**src/rtl/cache_tag_nway.sv**
```systemverilog
// N-way set-associative tag store with tree pseudo-LRU replacement and
// a miss FSM that sequences write-back, refill and invalidate sweeps.
module cache_tag_nway #(
   parameter int WAYS        = 2,
   parameter int SET_BITS    = 6,
   parameter int OFFSET_BITS = 6
) (
   input  logic            clk,
   input  logic            rst,
   input  logic            flush,
   input  logic            cached,
   input  logic            sram_en,
   input  logic            sram_we,
   input  logic [31:0]     sram_addr,
   input  logic            inv_all,
   output logic            stallreq,
   output logic [WAYS-1:0] hit,
   output logic [WAYS-1:0] victim,
   output logic            wb_req,
   output logic [31:0]     wb_addr,
   input  logic            wb_done,
   output logic            rd_req,
   output logic [31:0]     rd_addr,
   input  logic            rd_done,
   output logic            inv_busy
);

   localparam int TAG_BITS = 32 - SET_BITS - OFFSET_BITS;
   localparam int SETS     = 1 << SET_BITS;
   localparam int PB       = WAYS - 1;
   localparam int IW       = (WAYS > 2) ? 2 : 1;

   typedef enum logic [1:0] {IDLE, WB, REFILL, INV} state_t;

   state_t state, state_n;

   logic [WAYS-1:0]     valid_q [SETS];
   logic [WAYS-1:0]     dirty_q [SETS];
   logic [PB-1:0]       plru_q  [SETS];
   logic [TAG_BITS-1:0] tag_q   [SETS][WAYS];

   logic [SET_BITS-1:0] cnt;
   logic [SET_BITS-1:0] lat_idx;
   logic [TAG_BITS-1:0] lat_tag;
   logic [IW-1:0]       lat_vic;
   logic [31:0]         wb_addr_q;
   logic [31:0]         rd_addr_q;

   logic [SET_BITS-1:0] idx;
   logic [TAG_BITS-1:0] tag;
   logic                lookup;
   logic                miss;
   logic [WAYS-1:0]     hit_c;
   logic [IW-1:0]       hit_idx;
   logic [IW-1:0]       vic_idx;
   logic [2:0]          p3;
   logic [1:0]          v2;
   logic                unused_ok;

   assign idx       = sram_addr[OFFSET_BITS +: SET_BITS];
   assign tag       = sram_addr[31 -: TAG_BITS];
   assign lookup    = cached & sram_en & ~flush;
   assign unused_ok = ^sram_addr[OFFSET_BITS-1:0];

   // tree bits point at the victim; touching a way points them away from it
   function automatic logic [2:0] plru_touch(input logic [2:0] p,
                                             input logic [1:0] w);
      logic [2:0] r;
      r = p;
      if (WAYS == 2) begin
         r[0] = ~w[0];
      end else if (!w[1]) begin
         r[0] = 1'b1;
         r[1] = ~w[0];
      end else begin
         r[0] = 1'b0;
         r[2] = ~w[0];
      end
      return r;
   endfunction

   always_comb begin
      hit_c   = '0;
      hit_idx = '0;
      for (int w = 0; w < WAYS; w++) begin
         if (lookup && state == IDLE && valid_q[idx][w] &&
             tag_q[idx][w] == tag) begin
            hit_c[w] = 1'b1;
            hit_idx  = IW'(w);
         end
      end
   end

   always_comb begin
      p3 = 3'(plru_q[idx]);
      v2 = '0;
      if (WAYS == 4)
         v2 = p3[0] ? (p3[2] ? 2'd3 : 2'd2) : (p3[1] ? 2'd1 : 2'd0);
      else
         v2 = {1'b0, p3[0]};
      vic_idx = IW'(v2);
      for (int w = WAYS - 1; w >= 0; w--)
         if (!valid_q[idx][w]) vic_idx = IW'(w);
   end

   assign miss     = lookup && state == IDLE && !(|hit_c);
   assign stallreq = miss || state != IDLE;
   assign hit      = hit_c;
   assign wb_req   = state == WB;
   assign rd_req   = state == REFILL;
   assign inv_busy = state == INV;
   assign wb_addr  = wb_addr_q;
   assign rd_addr  = rd_addr_q;

   always_comb begin
      victim  = '0;
      state_n = state;
      unique case (state)
         IDLE: begin
            if (miss) victim = WAYS'(1) << vic_idx;
            if (inv_all)
               state_n = INV;
            else if (miss)
               state_n = (valid_q[idx][vic_idx] && dirty_q[idx][vic_idx])
                         ? WB : REFILL;
         end
         WB: begin
            victim = WAYS'(1) << lat_vic;
            if (wb_done) state_n = REFILL;
         end
         REFILL: begin
            victim = WAYS'(1) << lat_vic;
            if (rd_done) state_n = IDLE;
         end
         INV: begin
            if (cnt == '1) state_n = IDLE;
         end
         default: state_n = IDLE;
      endcase
   end

   always_ff @(posedge clk) begin
      if (rst) begin
         state     <= IDLE;
         cnt       <= '0;
         lat_idx   <= '0;
         lat_tag   <= '0;
         lat_vic   <= '0;
         wb_addr_q <= '0;
         rd_addr_q <= '0;
         for (int s = 0; s < SETS; s++) begin
            valid_q[s] <= '0;
            dirty_q[s] <= '0;
            plru_q[s]  <= '0;
         end
      end else begin
         state <= state_n;
         unique case (state)
            IDLE: begin
               if (inv_all) begin
                  cnt <= '0;
               end else if (miss) begin
                  lat_idx   <= idx;
                  lat_tag   <= tag;
                  lat_vic   <= vic_idx;
                  rd_addr_q <= {tag, idx, {OFFSET_BITS{1'b0}}};
                  wb_addr_q <= {tag_q[idx][vic_idx], idx,
                                {OFFSET_BITS{1'b0}}};
               end
               if (|hit_c) begin
                  plru_q[idx] <= PB'(plru_touch(3'(plru_q[idx]),
                                                2'(hit_idx)));
                  if (sram_we) dirty_q[idx][hit_idx] <= 1'b1;
               end
            end
            REFILL: begin
               if (rd_done) begin
                  valid_q[lat_idx][lat_vic] <= 1'b1;
                  dirty_q[lat_idx][lat_vic] <= 1'b0;
                  tag_q[lat_idx][lat_vic]   <= lat_tag;
                  plru_q[lat_idx] <= PB'(plru_touch(3'(plru_q[lat_idx]),
                                                    2'(lat_vic)));
               end
            end
            INV: begin
               // dirty lines are dropped on purpose: no write-back
               valid_q[cnt] <= '0;
               dirty_q[cnt] <= '0;
               plru_q[cnt]  <= '0;
               cnt          <= cnt + 1'b1;
            end
            default: ;
         endcase
      end
   end

endmodule

```
**config.mk**
```make
export PLATFORM = sky130hd
export DESIGN_NAME = cache_tag_nway
export DESIGN_NICKNAME = d
export VERILOG_FILES = /design/src/rtl/cache_tag_nway.sv
export SDC_FILE = /design/constraint.sdc
export NUM_CORES = 2
export LEC_CHECK = 0
export ABC_CLOCK_PERIOD_IN_PS = 13000
export CORE_MARGIN = 2
export CORE_UTILIZATION = 55
export DETAILED_ROUTE_END_ITERATION = 8
export HOLD_SLACK_MARGIN = 0.15
export MAX_ROUTING_LAYER = met4
export PLACE_DENSITY = 0.81
export SYNTH_ARGS = -nofsm -noshare
export SYNTH_HDL_FRONTEND = slang
export SYNTH_SLANG_ARGS = --single-unit
```
**constraint.sdc**
```tcl
create_clock -name clk -period 13 [get_ports clk]
set_input_delay 2.6 -clock clk [delete_from_list [all_inputs] [get_ports clk]]
set_output_delay 2.6 -clock clk [all_outputs]
set_load 0.03 [all_outputs]
```
-- Word-level counts from Yosys, hierarchy flattened
Memories as Yosys holds them, arrays and structs flattened.
Index checks and enable logic that the tools add are counted.
- shifts and indexed selects: 2
- bitwise operators: 8
- reductions and logical operators: 28
- equal/unequal tests: 11
- $lt $le $gt $ge: 8
- muxes and demuxes: 78
- add/sub/neg operators: 1
- operators with widths (kind ; count):
    two-way mux 20 bit ; 4
    two-way mux 6 bit ; 9
    equality test 20 bit ; 2
    two-way mux 40 bit ; 1
    two-way mux 1 bit ; 39
    two-way mux 2 bit ; 19
    demux 20 bit (select 1 bit) ; 1
    OR reduction 2 bit ; 7
    case mux 6 bit (2 select lines) ; 1
    logical AND 1 bit ; 10
    case mux 2 bit (4 select lines) ; 1
    adder 6 x 1 -> 6 bit, second input constant ; 1
    equality test 6 bit, second input constant ; 1
    less-than comparator 1 x 2 -> 1 bit, second input constant ; 3
    inequality test 2 x 1 -> 1 bit, second input constant ; 3
    equality test 2 bit, second input constant ; 2
    greater-or-equal comparator 2 bit, second input constant ; 2
    inverter 1 bit ; 4
    inverter 1 -> 2 bit ; 2
    case mux 2 bit (2 select lines) ; 1
    AND reduction 4 bit ; 1
    nonzero test 2 bit ; 2
    << shifter 1 x 1 -> 2 bit, first input constant ; 2
    inequality test 3 bit, second input constant ; 1
    12 further kinds ; 17
- input bits: 41
- register bits: 87
- logic and storage cells: 147
- memories kept: 4
- RAM bits: 2880
- memory list (memory ; words ; bits a word ; rd ports ; clocked after memory_dff ; wr ports ; line ; RTL):
    tag_q ; 64 ; 40 ; 1 ; 0 ; 1 ; 40 ; logic [TAG_BITS-1:0] tag_q [SETS][WAYS];
    dirty_q ; 64 ; 2 ; 1 ; 0 ; 64 ; 38 ; logic [WAYS-1:0] dirty_q [SETS];
    valid_q ; 64 ; 2 ; 1 ; 0 ; 64 ; 37 ; logic [WAYS-1:0] valid_q [SETS];
    plru_q ; 64 ; 1 ; 1 ; 0 ; 64 ; 39 ; logic [PB-1:0] plru_q [SETS];

-- Depth between registers and ports, before layout
- depth in word-level cells: 15
- gate-level depth with buffers: 20
- depth with buffers taken out: 11

-- Worst setup path before layout
OpenSTA, ideal clock, no wires.
- path kind: input-to-output
- from: input sram_addr[6]
- to: output victim[0]
- data arrival time: 6382 ps
- path buffers: 5
- stages: 14
- slack: 4018 ps
- data required time: 10400 ps
- cell sequence: buf_6 -> buf_6 -> buf_6 -> buf_2 -> mux4_2 -> mux4_2 -> a221oi_2 -> a21oi_1 -> o2111a_1 -> nand4_1 -> a21boi_0 -> buf_2 -> nand2_1 -> o31ai_1
- cells in the longest elaborated chain, start to end: 9
- elaborated cells between the ends (all ways): 19
- ends and longest elaborated chain (item ; line ; RTL):
    start: declaration ; 14 ; input logic [31:0] sram_addr,
    memory (64 x 40 bit) / memory (64 x 2 bit) (equally long branches) ; - ;
    equality test 20 bit / logical AND 1 bit (equally long branches) ; 87, 86 ;
    logical AND 1 bit ; 86 ; if (lookup && state == IDLE && valid_q[idx][w] &&
    two-way mux 1 bit ; 86 ;
    OR reduction 2 bit ; 106 ; assign miss = lookup && state == IDLE && !(|hit_c);
    logical NOT 1 bit ; 106 ;
    logical AND 1 bit ; 106 ;
    two-way mux 2 bit (*) ; 120 ; if (miss) victim = WAYS'(1) << vic_idx;
    case mux 2 bit (2 select lines) (*) ; 118 ; unique case (state)
    end: declaration ; 18 ; output logic [WAYS-1:0] victim,
Mark *: on every way between the ends. The rest lies on a longest branch, timed or not.

-- Worst setup path in the final report
Ends and elaborated chain as after synthesis.

==> metrics.md <==
| Metric | Value |
|---|---|
| Crit-path max FO | 56 |
| Most numerous cell in the Yosys netlist | edfxtp_1 |
| Clk pin slew, worst setup/hold paths | 0.06 ns |
| Commonest cells post-synth | edfxtp_1, mux2i_1, nor2_1 |
| WHS | 0.4814 ns |
| Total routed wirelength | 375.0 mm |
| Critical path launch point type | input pin |
| Met3 GRT Util | 10.88% |
| Number of buffers added on ports | 94 |
| Die Y | 472.9 µm |
| Pwr dens | 148.7 mW/mm² |
| Crit path buffers/inverters | 3 |
| Yosys reg bits | 2935 |
| CTS max path bufs | 4 |
| Min Tclk post-route | 11.40 ns |
| Max Slew Vio Count | 0 |
| IR drop worst, VDD | 0.0001417 V |
| Final Skew | 0.07699 ns |
| Launching point of the worst reg2reg path | tag_q[19][28] |
| Hold_buf cts | 0 |
| Failing checks | capacitance limit |
| Row Count | 172 |
| Core area | 0.2191 mm² |
| CP Class | in -> out |
| LEAKAGE | 0.04509 µW |
| Max Fclk | 0.08770 GHz |
| Post-synth top area cell | edfxtp_1 |
| Largest net degree at the start of global routing | 181 |
| CTS root buffer | clkbuf_16 |
| CTS tree | yes |
| Max H-tree Level | 5 |
| Hold Crit Depth | 2 |
| Num CTS Buffers | 293 |
| Via count | 72.37k |
| Cell Chain, Critical Path | buf_8 > buf_4 > mux4_2 > mux2i_1 > a221oi_1 > a211oi_1 > a211oi_2 > xor2_1 > nor4bb_1 > a21boi_2 > nand2_1 > o31ai_1 > clkdlybuf4s50_1 |
| TNS Setup | 0 ns |
| Die Wd | 472.9 µm |
| Gpl congestion | 0.9689 |
| Setup slack, reg-to-reg | 7.17 ns |
| Worst path slowest cell | a221oi_1 |
| DP HPWL | 219.7 mm |
| Syn. warnings | 0 |
| Tcrit/Tclk final | 87.71% |
| Req. time, crit path | 10.40 ns |
| Number of distinct library cells after synthesis | 93 |
| Setup Fix Bufs, Post-CTS | 0 |
| Total GRT Usage | 34.09% |
| Reg2Reg Capture Point | dirty_q[24][0] |
| Layout area overhead | 11.12% |
| Final Hold Viols | 0 |
| CTS sink count | 2935 |
| Final Power | 19980 µW |
| GRT met2 Usage | 49.46% |
| Mean Syn Cell Area | 17.59 µm² |
| Worst Max-Slew Pin Slew | 1.472 ns |
| Max stage delay on crit path | 1.02 ns |
| Met1 Usage GRT | 41.02% |
| Initial antenna violation count | 26 |
| Crit end category | output pin |
| Post-DR vias/cell | 7.147 |
| Crit path DAT | 8.80 ns |
| Final net count | 7084 |
| DRT iter0 DRCs | 13.47k |
| Drt first pass iters | 7 |
| Sequential-to-total area share from yosys stat | 72.44% |
| Main area contributors after synthesis | edfxtp_1, mux4_2, mux2i_1 |
| Synth top area share | 71.53% |
| Global route hottest layer | met2 |
| IO Pins | 113 |
| Cells after Synth | 6873 |
| Worst Hold End | wb_addr[20] |
| EDFF count, synth | 2880 |
| Share of layout cells above drive strength 1 | 18.25% |
| Post-route ant nets | 0 |
| Hold wc startpoint | wb_addr[20] |
| Drt drc | 0 |
| Ys flop type | edfxtp_1 |
| RSZ-0062 raised after global routing | no |
| Resized Gates After CTS | 0 |
| Vias in the first global route | 70.06k |
| Global-route wire length before repair | 518.4 mm |
| Grt total ovfl | 0 |
| Initial core utilization | 55.19% |
| Slew HR | 1.658% |
| Crit path max-delay family | compound AO/OA/AOI/OAI gates |
| FF-to-FF path depth | 12 |
| Routed length per instance | 37.03 µm |
| Area of the mapped netlist | 0.1209 mm² |
| Final Setup Violations | 0 |
| Asr flop ratio synth | 0% |
| Max_cap viols | 1 |
| Hold crit path type | reg -> reg |
| Die ar. | 0.2236 mm² |
| Status | finished, violations left |
| Clk_lat worst skew | 0.99 ns |
flip-flops by register name, summed over array words and instances (netlist names), 2 cells and up:
register / flops
valid_q: 128
plru_q: 64
wb_addr: 20
state: 2
tag_q: 2560
cnt: 6
lat_tag: 20
lat_idx: 5
dirty_q: 128
power breakdown:
part           internal [µW]  total, µW  switching, µW
Clock                   4580       8100           3520
Combinational            449       1450           1000
Sequential             10400      10400           53.1
stage by stage:
| stage | setup slack [ns] | cells | util, % | area [µm²] |
|---|---|---|---|---|
| floorplan | 4.018 | 6884 | - | 120900 |
| global placement | 1.946 | 9614 | 57.26 | 125400 |
| detailed placement | 1.911 | 9614 | 57.26 | 125400 |
| CTS | 1.879 | 10100 | 61.30 | 134300 |
| global route | 1.552 | 10120 | 61.32 | 134300 |
| finish | 1.598 | 10130 | 61.33 | 134400 |
area by class of cell:
class	count	area [µm²]
Clock buffer	357	7721
Sequential cell	2935	87660
Clock inverter	132	1125
Fill cell	14620	84730
Inverter	17	63.81
Multi-Input combinational cell	3460	31290
Timing Repair Buffer	331	2844
Antenna cell	24	60.06
Tap cell	2871	3592
routing by layer:
metal | up-vias | wire length [µm]
met2 | 6811 | 167300
li1 | 27860 | -
met4 | 0 | 31480
met1 | 36060 | 119000
met3 | 1643 | 57210
met5 | - | 0
worst reg2reg max path, stage by stage (launching register included):
cell	delay, ns
edfxtp_1	0.35
mux4_2	0.48
mux2i_1	0.54
o22ai_1	0.22
a2111oi_2	1.17
a21oi_1	0.18
nand2b_1	0.24
nor4_1	0.27
nand4_1	0.27
a2111oi_4	0.93
nor2_4	0.01
buf_4	0.37
o21bai_1	0.44
placed cells by master, fill, tap and decap left out, types with 79 or more instances in the layout:
master	count
clkbuf_16	300
mux4_2	462
o21bai_1	269
a21oi_1	102
nor2_1	371
a22oi_1	277
clkdlybuf4s50_1	87
buf_4	230
nand2_1	283
edfxtp_1	2880
mux2i_1	641
nand3_1	191
nor2_2	79
cell families after synthesis:
kind of cell | synth area share (%)
AOI/OAI and AO/OA | 5.705
xor gates and xnor gates | 0.2391
adders and majority gates | 0.05174
buffers and inverters | 2.342
DFF | 72.44
muxes | 14.12
other | 0.003102
and+or+nand+nor | 5.101
worst max path at each step:
stage / depth (start not counted) / endpoint / from / slack [ns]
2_1_floorplan: 14 / victim[0] / sram_addr[6] / 4.02
3_3_place_gp: 16 / victim[0] / sram_addr[8] / 1.95
3_5_place_dp: 13 / victim[0] / sram_addr[6] / 1.91
4_1_cts: 13 / victim[0] / sram_addr[6] / 1.88
5_1_grt: 13 / victim[0] / sram_addr[6] / 1.55
6_report: 13 / victim[0] / sram_addr[6] / 1.60
Power figures use the tool's default switching activity.
